### src/rtl/x25519_pkg.sv
// Shared definitions for the X25519 arithmetic engines and their known-answer-test runner.
//   P25519      : field prime 2^255 - 19
//   kat_state_t : sequencer states of kat_runner
//   clog2       : ceiling log2 usable in parameter expressions
package x25519_pkg;

  localparam logic [254:0] P25519 = {255{1'b1}} - 255'd18;

  typedef enum logic [2:0] {
    StIdle,
    StIssue,
    StWait,
    StCheck,
    StNext,
    StDone
  } kat_state_t;

  function automatic int unsigned clog2(input int unsigned n);
    int unsigned r;
    r = 0;
    while ((64'd1 << r) < 64'(n)) r++;
    return r;
  endfunction

endpackage

### src/rtl/sat_counter.sv
// Saturating up-counter used for the pass/fail/loop tallies.
//   i_clk : clock
//   i_rst : synchronous active-high reset (clears to 0)
//   i_inc : add one unless already at all-ones
//   i_clr : synchronous clear, wins over i_inc
//   o_q   : current count
module sat_counter #(
  parameter int unsigned CNT_W = 8
) (
  input  logic             i_clk,
  input  logic             i_rst,
  input  logic             i_inc,
  input  logic             i_clr,
  output logic [CNT_W-1:0] o_q
);

  logic [CNT_W-1:0] r_q;

  always_ff @(posedge i_clk) begin
    if (i_rst || i_clr) begin
      r_q <= '0;
    end else if (i_inc && (r_q != {CNT_W{1'b1}})) begin
      r_q <= r_q + CNT_W'(1);
    end
  end

  assign o_q = r_q;

endmodule

### src/rtl/kat_runner.sv
// Known-answer-test sequencer for req/res handshaked arithmetic engines. Walks NVEC
// operand/expected pairs from an external combinational ROM, issues each operand, compares the
// result and keeps saturating pass/fail/loop tallies, first-failure capture and a watchdog.
//   i_clk, i_rst        : clock, synchronous active-high reset
//   i_start             : start pulse (IDLE, or DONE without timeout)
//   i_loop_en           : wrap to vector 0 after the last one
//   o_vec_idx           : ROM address; i_vec_k / i_vec_exp are the ROM data at that address
//   o_eng_k, o_eng_req_valid, i_eng_req_ready : request channel to the engine
//   i_eng_res, i_eng_res_valid, o_eng_res_ready : result channel from the engine
//   o_pass_cnt, o_fail_cnt, o_loop_cnt : saturating tallies
//   o_fail_valid, o_fail_idx : sticky first failure
//   o_running, o_done, o_timeout_err : status
module kat_runner
  import x25519_pkg::*;
#(
  parameter int unsigned W         = 255,
  parameter int unsigned NVEC      = 4,
  parameter int unsigned CNT_W     = 8,
  parameter int unsigned TMO       = 1 << 24,
  parameter int unsigned AUTOSTART = 1,
  localparam int unsigned IW = (clog2(NVEC) > 1) ? clog2(NVEC) : 1
) (
  input  logic             i_clk,
  input  logic             i_rst,
  input  logic             i_start,
  input  logic             i_loop_en,
  output logic [IW-1:0]    o_vec_idx,
  input  logic [W-1:0]     i_vec_k,
  input  logic [W-1:0]     i_vec_exp,
  output logic [W-1:0]     o_eng_k,
  output logic             o_eng_req_valid,
  input  logic             i_eng_req_ready,
  input  logic [W-1:0]     i_eng_res,
  input  logic             i_eng_res_valid,
  output logic             o_eng_res_ready,
  output logic [CNT_W-1:0] o_pass_cnt,
  output logic [CNT_W-1:0] o_fail_cnt,
  output logic [CNT_W-1:0] o_loop_cnt,
  output logic             o_fail_valid,
  output logic [IW-1:0]    o_fail_idx,
  output logic             o_running,
  output logic             o_done,
  output logic             o_timeout_err
);

  localparam int unsigned   TW      = (clog2(TMO) > 1) ? clog2(TMO) : 1;
  localparam logic [IW-1:0] LastIdx = IW'(NVEC - 1);
  localparam logic [TW-1:0] TmoLast = TW'(TMO - 1);

  kat_state_t    r_state;
  logic [IW-1:0] r_idx;
  logic          r_req_valid;
  logic [W-1:0]  r_res;
  logic [TW-1:0] r_timer;
  logic          r_first;      // high only on the first cycle out of reset
  logic          r_fail_valid;
  logic [IW-1:0] r_fail_idx;
  logic          r_timeout;

  logic w_res_eq;
  logic w_tmo;
  logic w_clr;
  logic w_pass_inc;
  logic w_fail_inc;
  logic w_loop_inc;

  assign w_res_eq = (r_res == i_vec_exp);
  // A result arriving on the expiry cycle takes priority over the timeout.
  assign w_tmo    = (r_state == StWait) && !i_eng_res_valid && (r_timer == TmoLast);
  assign w_clr    = (r_state == StDone) && i_start && !r_timeout;

  assign w_pass_inc = (r_state == StCheck) && w_res_eq;
  assign w_fail_inc = ((r_state == StCheck) && !w_res_eq) || w_tmo;
  assign w_loop_inc = (r_state == StNext) && (r_idx == LastIdx);

  always_ff @(posedge i_clk) begin
    if (i_rst) begin
      r_state      <= StIdle;
      r_idx        <= '0;
      r_req_valid  <= 1'b0;
      r_res        <= '0;
      r_timer      <= '0;
      r_first      <= 1'b1;
      r_fail_valid <= 1'b0;
      r_fail_idx   <= '0;
      r_timeout    <= 1'b0;
    end else begin
      r_first <= 1'b0;
      unique case (r_state)
        StIdle: begin
          if (i_start || ((AUTOSTART != 0) && r_first)) begin
            r_state     <= StIssue;
            r_req_valid <= 1'b1;
          end
        end
        StIssue: begin
          if (i_eng_req_ready) begin
            r_state     <= StWait;
            r_req_valid <= 1'b0;
            r_timer     <= '0;
          end
        end
        StWait: begin
          if (i_eng_res_valid) begin
            r_res   <= i_eng_res;
            r_state <= StCheck;
          end else if (w_tmo) begin
            r_timeout <= 1'b1;
            r_state   <= StDone;
            if (!r_fail_valid) begin
              r_fail_valid <= 1'b1;
              r_fail_idx   <= r_idx;
            end
          end else begin
            r_timer <= r_timer + TW'(1);
          end
        end
        StCheck: begin
          if (!w_res_eq && !r_fail_valid) begin
            r_fail_valid <= 1'b1;
            r_fail_idx   <= r_idx;
          end
          r_state <= StNext;
        end
        StNext: begin
          if (r_idx == LastIdx) begin
            if (i_loop_en) begin
              r_idx       <= '0;
              r_state     <= StIssue;
              r_req_valid <= 1'b1;
            end else begin
              r_state <= StDone;
            end
          end else begin
            r_idx       <= r_idx + IW'(1);
            r_state     <= StIssue;
            r_req_valid <= 1'b1;
          end
        end
        StDone: begin
          if (w_clr) begin
            r_fail_valid <= 1'b0;
            r_fail_idx   <= '0;
            r_idx        <= '0;
            r_state      <= StIssue;
            r_req_valid  <= 1'b1;
          end
        end
        default: begin
          r_state     <= StIdle;
          r_req_valid <= 1'b0;
        end
      endcase
    end
  end

  sat_counter #(
    .CNT_W(CNT_W)
  ) u_pass_cnt (
    .i_clk(i_clk),
    .i_rst(i_rst),
    .i_inc(w_pass_inc),
    .i_clr(w_clr),
    .o_q  (o_pass_cnt)
  );

  sat_counter #(
    .CNT_W(CNT_W)
  ) u_fail_cnt (
    .i_clk(i_clk),
    .i_rst(i_rst),
    .i_inc(w_fail_inc),
    .i_clr(w_clr),
    .o_q  (o_fail_cnt)
  );

  sat_counter #(
    .CNT_W(CNT_W)
  ) u_loop_cnt (
    .i_clk(i_clk),
    .i_rst(i_rst),
    .i_inc(w_loop_inc),
    .i_clr(w_clr),
    .o_q  (o_loop_cnt)
  );

  // Operand is gated so the request bus reads zero outside ISSUE.
  assign o_eng_k         = (r_state == StIssue) ? i_vec_k : '0;
  assign o_eng_req_valid = r_req_valid;
  assign o_eng_res_ready = (r_state == StWait) && i_eng_res_valid;
  assign o_vec_idx       = r_idx;
  assign o_fail_valid    = r_fail_valid;
  assign o_fail_idx      = r_fail_idx;
  assign o_timeout_err   = r_timeout;
  assign o_running       = (r_state == StIssue) || (r_state == StWait) ||
                           (r_state == StCheck) || (r_state == StNext);
  assign o_done          = (r_state == StDone);

endmodule

### config.mk
export PLATFORM = sky130hd
export DESIGN_NAME = kat_runner
export DESIGN_NICKNAME = d
export VERILOG_FILES = /design/src/rtl/x25519_pkg.sv /design/src/rtl/sat_counter.sv /design/src/rtl/kat_runner.sv
export SDC_FILE = /design/constraint.sdc
export NUM_CORES = 1
export LEC_CHECK = 0
export ABC_CLOCK_PERIOD_IN_PS = 2500
export CAP_MARGIN = 20
export CORE_AREA = 2 2 413 415
export CTS_CLUSTER_DIAMETER = 60
export DETAILED_ROUTE_END_ITERATION = 10
export DIE_AREA = 0 0 415 417
export SLEW_MARGIN = 5
export SYNTH_ARGS = -nofsm -noshare
export SYNTH_HDL_FRONTEND = slang
export SYNTH_SLANG_ARGS = --single-unit
### constraint.sdc
create_clock -name i_clk -period 2.5 [get_ports i_clk]
set_input_delay 0.25 -clock i_clk [delete_from_list [all_inputs] [get_ports i_clk]]
set_output_delay 0.25 -clock i_clk [all_outputs]
set_load 0.02 [all_outputs]
==> results.md, run 1 <==
* Status: finished, violations left
* Crit Path Category: flip-flop to flip-flop
* Violated checks: negative setup slack
* Pwr/cell area at 551 nW/um^2
* YS warnings at 0
* Worst-path fanout max at 4
* Leading area contributor after synthesis: dfxtp_1
* Final hold slack at 185 ps
* Synth Area per Inst at 7.70 sq um
* Setup crit end kind: flip-flop
* Initial Util at 9.47%
* Core Rows at 151
* Slew margin rel. at about 43%
* Peak supply drop at 0.459 mV
* Max Clk Rate at approximately 340 MHz
* Final critical-path required period at 2940 ps
* Global-route wire length before repair at between 200 and 250 mm
* Simple-gate share of the synthesized area at 31.1%
* Buffers on Ports at approximately 1100
* Ys async rst share at 0%
* Final Core Density at 21.2%
* Count of different cell masters after synthesis at 48
* # H-tree levels at 2
* 1st-pass router iterations at 5
* Slew Viols, Final at 0
* Post-synthesis sequential area ratio at between 30 and 40%
* Leakage power at around 14 nW
* Vias per cell at 3.62
* Maximum number of buffers from clock root to sink at 3
* Multiplexer share of the synthesized area at 0.502%
* Die footprint at roughly 170000 sq um
* Most frequent cells after synthesis: nand2_1, dfxtp_1, a21oi_1
* Cells after Synth at just over 2000
* Compound-gate portion of the synthesized area at 10.3%
* CTS tree: built
* Clock root cell: clkbuf_16
* Post-route ant nets at 0
* Dpl cells at between 5000 and 6000
* Pwr Total at 19.7 mW
* Initial antenna violation count at between 100 and 150
* Clock sink total at 314
* Gr usage total at 19.0%
* Tightest Hold Check Type: input pin to flip-flop
* Final #Nets at 4056
* Tcrit/Tclk final at 118%
* XOR/XNOR share of the synthesized area at approximately 15%
* RSZ-0062 raised after global routing: yes
* Critical path arrival at 3450 ps
* Syn Nets at 2849
* Worst Clk Skew at 34.1 ps
* Top cells by area, synth: dfxtp_1, xor2_1, nand2_1
* Initial DRC count at 1168
* Wirelength per Cell at 30.8 um
* Setup violations, final at 102
* Max cap viols at 0
* Req. time, crit path at 3000 ps
* Final instance count without filler cells at 5569
* Crit path launch type: flip-flop
* P&R area growth vs syn at 123%
* Dpl hpwl at 149 mm
* Post-synthesis register bit count at 314
* Placed inst area at 31800 sq um
* Count leader, synth: nand2_1
* Synth Cell Area at 16000 sq um
* Die Y at ~420 um
* Share of cells above drive strength 1 at 26.0%
* Worst-margin pin slew at around 860 ps
* Final weighted congestion of routability-driven global placement at approximately 0.97
* Chip Width at 415 um
* Reg clk slew, reported paths at 60 ps
* Adder-Cell Fraction of Synth Area at less than 1%
* Setup ws final at -443 ps
* Final hold violations at 0
* I/O pins at 1060
* Share of the synthesized area in the top cell type at 39.4%
* Vias in the first global route at 19700
* Via count at a little over 20000
* TritonCTS buffer count at 47
* DRC errors left at 0
* Largest family of logic cells by synthesized area: simple AND/OR/NAND/NOR gates
* Largest net degree at the start of global routing at 78
* Design area at about 36000 sq um
* Post-synth EDFFs at 0
* Routed WL at between 150 and 200 mm
* GR Overflow Total at 0
* Clk Latency, worst-skew pair at about 610 ps
* CORE AREA at 169000 sq um
* Top FF cell, synth: dfxtp_1
## worst paths after layout
path / start / slack [ps] / to / cells after the start
setup reg to reg: r_res[146] / -440 / u_pass_cnt.o_q[1] / 11
hold / removal: i_eng_res[123] / 190 / r_res[123] / 3
setup / recovery: r_res[146] / -440 / u_pass_cnt.o_q[1] / 11
hold reg to reg: r_res[159] / 460 / r_res[159] / 2
## area by class of cell
| class | count | area (sq um) |
|---|---|---|
| Sequential cell | 314 | 6310 |
| Multi-Input combinational cell | 1629 | 10200 |
| Timing Repair Buffer | 1282 | 14700 |
| Tap cell | 2218 | 2780 |
| Clock inverter | 23 | 206 |
| Inverter | 6 | 30.0 |
| Antenna cell | 34 | 85.1 |
| Fill cell | 18500 | 133000 |
| Clock buffer | 63 | 1330 |
## repair_timing
action / in CTS / in global routing
endpoints found under the setup margin: 260 / 262
setup buffers: 58 / 10
gates resized for setup: 743 / 309
hold buffers: 1 / 0
gates cloned: 27 / 0
pin swaps: 134 / 80
endpoints found under the hold margin: 1 / 0
## logic make-up after synthesis
logic type,count (synthesis)
AND/OR/NAND/NOR,1018
AO/OA/AOI/OAI,321
flip-flops,314
XOR/XNOR,276
buffers and inverters,131
multiplexers,8
adder cells (fa/ha/maj),5
## cells in the final DEF, fill, tap and decap left out, types with 8 or more instances in the layout
cell type,count
clkinv_2,8
and3_1,11
nand4_1,34
nand2_1,538
buf_2,14
and2_1,46
dfxtp_1,303
nor4_4,12
or3_1,16
buf_6,112
buf_12,173
a21oi_1,283
dfxtp_2,8
nor2_1,39
buf_16,16
nor4_2,29
and2_4,211
clkbuf_1,8
diode_2,34
mux2i_1,8
nand3_1,13
clkdlybuf4s50_1,800
xor2_2,10
xor2_1,257
clkbuf_16,48
buf_8,20
o21ai_0,19
nor4_1,28
buf_4,141
## routing by layer
metal	GRT usage, %	wire (um)	up-vias
met5	0	41	-
li1	-	-	9248
met3	6.40	13800	389
met2	37.6	95100	991
met4	9.77	10300	6
met1	16.9	52000	9523
## stage by stage
stage,setup WS (ps),setup TNS (ps)
floorplan,370,0
global placement,-2620,-47750
detailed placement,-1830,-31020
CTS,-539,-47370
global route,-527,-28570
finish,-443,-10290
## critical path, cell delays in order (launching register included)
cell,delay (ps)
dfxtp_2,330
xor2_2,160
nor4_4,450
buf_6,200
nand4_1,340
nor4_4,310
buf_4,180
and4_4,310
buf_6,130
and3_4,190
mux2i_1,170
nor2_1,50
## state kept, by name, summed over array words and instances, names as in the netlist
signal           count
o_eng_req_valid      1
o_fail_idx           2
o_fail_valid         1
o_timeout_err        1
o_vec_idx            2
r_first              1
r_res              255
r_state              3
r_timer             24
u_fail_cnt.o_q       8
u_loop_cnt.o_q       8
u_pass_cnt.o_q       8
## where the power goes
group / switching (mW) / total, mW / internal (mW) / leakage (nW)
clock: 2.71 / 6.60 / 3.88 / 0.762
sequential: 0.133 / 5.32 / 5.18 / 2.54
combinational: 3.62 / 7.76 / 4.14 / 10.4
Power figures use the tool's default switching activity.
==> inputs of run 2 (changes only) <==
CORE_AREA = 2 2 411 413   (was 2 2 413 415)
DIE_AREA = 0 0 413 415   (was 0 0 415 417)
DONT_BUFFER_PORTS = 1   (was default)
==> run 2 against run 1 <==
Compared with the run above:
- the run ends with negative hold slack, negative setup slack left
- combinational power is 21% lower
- fmax is 0.87% higher
- die area is 0.96% lower
- utilization is 3.8 points lower
- critical path depth is 2 higher
- global-route usage is 1.6 points higher
- clock skew is 23 ps higher
- sequential power hardly changed
- design area is 19% lower
- clock-buffer cell count is 5 higher
- clock power is 28% higher
- critical path type unchanged
==> results.md, run 2 (synthesis gave the netlist of run 1 again) <==
* Status: finished, violations left
* Violated checks: negative hold slack, negative setup slack
* Vias in the first global route at 18300
* Tightest Hold Check Type: input pin to flip-flop
* Slew Viols, Final at 0
* Buf/Inv on CP at 5
* Fillers at 18600
* Final critical-path required period at between 2000 and 3000 ps
* DRC errors left at 0
* Multi-input gate area at between 10000 and 15000 sq um
* Crit path launch type: flip-flop
* Initial DRC count at about 980
* Worst hold path startpoint: i_rst
* TritonCTS buffer count at 58
* Sequential standard cell area at 6300 sq um
* Reg2reg start: r_res[79]
* Combinational group share of total power at roughly 31%
* RSZ-0062 raised after global routing: yes
* Pwr/cell area at 688 nW/um^2
* Maximum number of buffers from clock root to sink at 3
* Worst path slowest cell: nor4_4
* Initial antenna violation count at 197
* Vias per cell at 3.82
* Critical path's largest stage delay at 330 ps
* Global-route wire length before repair at ~220 mm
* Initial Util at 9.58%
* Share of cells above drive strength 1 at 27.4%
* Largest net degree at the start of global routing at 271
* Most flops, register: r_res
* Req. time, crit path at between 3000 and 4000 ps
* Wirelength per Cell at 38.1 um
* Largest regs: r_res x255, r_timer x24
* Crit-path leading delay family: simple AND/OR/NAND/NOR gates
* Dpl hpwl at about 160 mm
* Sequential share of power at 26.7%
* Worst Clk Skew at roughly 57 ps
* Pwr Total at 19.9 mW
* CORE AREA at 167000 sq um
* Clock root cell: clkbuf_16
* Max Clk Rate at 343 MHz
* Leakage power at 11.2 nW
* Critical path arrival at 3500 ps
* Routed WL at 187 mm
* Die footprint at ~170000 sq um
* Gr usage total at 20.7%
* Worst R2R Setup Slack at -420 ps
* Post-route ant nets at 0
* Buffers on Ports at 0
* Peak supply drop at roughly 0.51 mV
* GR Overflow Total at 0
* Net switching power figure at 6.83 mW
* Reg clk slew, reported paths at 60 ps
* Design area at 29000 sq um
* # H-tree levels at 2
* CTS tree: built
* Core Rows at 150
* Setup ws final at -417 ps
* Via count at 18700
* Tcrit/Tclk final at 117%
* Setup crit end kind: flip-flop
* Cell mode on critical path: buf_4
* Final hold slack at -373 ps
* Setup violations, final at 238
* Final hold violations at 54
* Crit Path Category: flip-flop to flip-flop
* Clock sink total at 314
* Crit path from: r_res[79]
* Clock power frac at 42.5%
* Placed inst area at 20000 sq um
* Critical path cell sequence: xor2_1 > nor4_4 > buf_4 > nand4_1 > buf_6 > nor4_4 > buf_4 > and4_4 > nand2_4 > buf_6 > buf_4 > o21ai_2 > a21oi_2
* Sw Ratio at 34.2%
* Worst-margin pin slew at around 1300 ps
* Most frequent cells in the layout: nand2_1, dlygate4sd3_1, dfxtp_1, a21oi_1, xor2_1
* Final #Nets at 3382
* Slew margin rel. at 14.9%
* 1st-pass router iterations at 7
* Clk Latency, worst-skew pair at 700 ps
* Max cap viols at 0
* Most common cell after layout, fill and taps aside: nand2_1
* I/O pins at 1060
* Final weighted congestion of routability-driven global placement at between 1 and 1.5
* P&R area growth vs syn at 81.5%
* Internal power at 13.1 mW
* Chip Width at 413 um
* Worst-path fanout max at 6
* Die Y at 415 um
* Max reg flops at around 260
run 2: path summary, 6_finish.rpt:
path | end | cells past startpoint
setup / recovery | u_pass_cnt.o_q[4] | 13
hold / removal | r_res[112] | 1
setup reg to reg | u_pass_cnt.o_q[4] | 13
hold reg to reg | r_res[99] | 2
run 2: power groups by stage:
stage	Combinational, mW	Sequential [mW]	Clock (mW)
after floorplan	1.81	5.38	0
after global placement	3.57	5.42	0
after detailed placement	3.58	5.42	0
after CTS	6.47	5.32	8.71
after global routing	6.37	5.34	8.89
final	6.15	5.33	8.47
run 2: per-layer routing:
metal | part of all wire, % | vias to the layer above | track usage (%)
met1 | 35 | 8874 | 20.6
li1 | - | 7962 | -
met4 | 5.1 | 112 | 7.68
met3 | 12 | 486 | 11.9
met2 | 47 | 1306 | 35.2
met5 | 0.56 | - | 1.36
run 2: final cells by class:
| cell class | instances | share of cell area [%] |
|---|---|---|
| multi-input cells | 1628 | 35.5 |
| repair buffers | 598 | 25.6 |
| flip-flops and latches | 314 | 21.7 |
| well taps | 2204 | 9.52 |
| clock buffers | 68 | 5.35 |
| clock inverters | 40 | 1.69 |
| diodes | 51 | 0.441 |
| inverters | 6 | 0.121 |
run 2: timing repair:
item	CTS	global route
hold endpoints to repair	292	173
buffers inserted	79	15
hold buffers	313	2
setup endpoints to repair	273	362
pin swaps	240	75
cloned	43	4
resized for setup	707	107
run 2: per-stage QoR:
step | utilization [%] | TNS [ps] | worst slack (ps) | std cells
finish | 17.4 | -21540 | -417 | 4909
floorplan | - | 0 | 370 | 2073
global placement | 12.0 | -39010 | -2200 | 4330
detailed placement | 12.0 | -14440 | -917 | 4332
global route | 17.3 | -43150 | -549 | 4879
CTS | 17.4 | -55880 | -504 | 4870
==> inputs of run 3 (changes only) <==
CTS_BUF_LIST = sky130_fd_sc_hd__clkbuf_16   (was default)
==> run 3 against run 2 <==
Compared with the run above:
- the flow still finishes with violations (negative hold slack, negative setup slack)
- clock-buffer cell count is 10 lower
- first-iteration DRC count up 8.4%
- critical path depth unchanged
- die area stayed put
- design area shrank 0.29%
- via count is 0.83% lower
- non-clock buffer count shrank 3
- sequential share of layout area rose by 0.064 points
==> results.md, run 3 (synthesis gave the netlist of run 1 again) <==
* Setup violations, final at 182
* Routed WL at 185 mm
* Global-route wire length before repair at 221 mm
* Status: finished, violations left
* M3 GR Usage at 11.8%
* Chip Width at 413 um
* Final critical-path required period at 2910 ps
* Critical path arrival at 3480 ps
* RSZ-0062 raised after global routing: yes
* Initial DRC count at between 1000 and 1500
* Global-route track usage on met1 at 20.6%
* Largest net degree at the start of global routing at 271
* CTS tree: built
* Req. time, crit path at 3080 ps
* Max cap viols at 0
* Max reg flops at about 260
* Pwr/cell area at between 600 and 700 nW/um^2
* Via count at 18600
* Die Y at approximately 420 um
* Dpl hpwl at 157 mm
* Sw Ratio at roughly 34%
* Tcrit/Tclk final at 116%
* Clock root cell: clkbuf_16
* R2r worst-path depth at 13
* Vias in the first global route at 18200
* Initial antenna violation count at 200
* Hold path cells at 1
* Slew margin rel. at between 10% and 20%
* Most used routing layer: met2
* Final #Nets at about 3400
* DRC errors left at 0
* Die footprint at 171000 sq um
* Combinational group share of total power at 31.1%
* GR Overflow Total at 0
* Slew Viols, Final at 0
* P&R area growth vs syn at 80.9%
* Most common cell after layout, fill and taps aside: nand2_1
* # H-tree levels at 2
* Max Clk Rate at between 300 and 400 MHz
* Largest regs: r_res x255, r_timer x24
* Net switching power figure at between 6 and 7 mW
* Sum Neg Setup Slack at -16850 ps
* CORE AREA at 167000 sq um
* I/O pins at 1060
* Core Rows at 150
* Worst-margin pin slew at around 1200 ps
* Most frequent cells in the layout: nand2_1, dlygate4sd3_1, dfxtp_1, a21oi_1, xor2_1
* Crit Path Category: flip-flop to flip-flop
* Leakage power at 11.2 nW
* Final hold violations at 50
* Reg clk slew, reported paths at 60 ps
* Gr usage total at about a fifth
* Most flops, register: r_res
* Initial Util at under 10%
* Share of cells above drive strength 1 at 27.0%
* TritonCTS buffer count at slightly below 60
* Clock power frac at 41.9%
* Vias per cell at 3.79
* Internal power at 12.9 mW
* Setup crit end kind: flip-flop
* Worst-path fanout max at 6
* Maximum number of buffers from clock root to sink at 3
* Worst Clk Skew at 53.6 ps
* Violated checks: negative hold slack, negative setup slack
* Clock sink total at 314
* Setup ws final at -405 ps
* Met2 Track Usage GR at 35.1%
* Final hold slack at -368 ps
* Sequential share of power at 27.0%
* Crit path launch type: flip-flop
* 1st-pass router iterations at 7
* Buffers on Ports at 0
* Post-route ant nets at 0
* Clk Latency, worst-skew pair at 690 ps
* Wirelength per Cell at 37.8 um
* Final weighted congestion of routability-driven global placement at 1.04
* Tightest Hold Check Type: input pin to flip-flop
* Peak supply drop at 0.503 mV
[run 3: routing by layer]
layer	wire length, um	vias up
met1	64800	8736
met3	22800	483
met4	10300	108
met5	971	-
li1	-	7944
met2	86400	1314
[run 3: area by class of cell]
cell class | instances | area (sq um)
Antenna cell | 52 | 130
Clock inverter | 50 | 527
Inverter | 6 | 30.0
Sequential cell | 314 | 6300
Tap cell | 2204 | 2760
Multi-Input combinational cell | 1628 | 10300
Clock buffer | 58 | 1450
Fill cell | 18600 | 138000
Timing Repair Buffer | 595 | 7410
[run 3: path summary, 6_finish.rpt]
kind	end	slack (ps)	startpoint
worst min register to register	r_res[99]	460	r_res[99]
worst max-delay path	u_pass_cnt.o_q[4]	-410	r_res[134]
worst max register to register	u_pass_cnt.o_q[4]	-410	r_res[134]
worst min-delay path	r_res[112]	-370	i_rst
[run 3: what timing repair did]
action                                 CTS  global route
resized for setup                      687            99
pin swaps                              216            80
hold buffers                           313             5
cloned                                  40             5
setup endpoints to repair              273           359
endpoints found under the hold margin  292           172
buffers inserted                        68            11
[run 3: through the flow]
| step | cell area, sq um | cells | power, mW | utilization [%] | setup slack [ps] |
|---|---|---|---|---|---|
| 2_1_floorplan | 16000 | 2073 | 7.19 | - | 370 |
| 3_3_place_gp | 20000 | 4330 | 8.99 | 12.0 | -2200 |
| 3_5_place_dp | 20000 | 4332 | 9.00 | 12.0 | -917 |
| 4_1_cts | 28700 | 4859 | 20.2 | 17.2 | -503 |
| 5_1_grt | 28800 | 4876 | 20.4 | 17.3 | -550 |
| 6_report | 28900 | 4907 | 19.7 | 17.3 | -405 |
[run 3: worst max-delay path: stages, from the launching register on]
cell and delay (ps):
dfxtp_2 350, xor2_4 170, nor4_2 270, buf_4 210, nand4_1 260, buf_6 230, nor4_4 280, buf_4 160
and4_4 290, nand2_4 100, buf_6 160, buf_4 140, o21ai_2 130, a21oi_2 70
[run 3: power groups by stage]
stage               Clock [mW]  Sequential, mW  Combinational [mW]
detailed placement           0            5.42                3.58
global route              8.68            5.34                6.34
floorplan                    0            5.38                1.81
finish                    8.25            5.33                6.12
global placement             0            5.42                3.57
CTS                       8.51            5.32                6.33
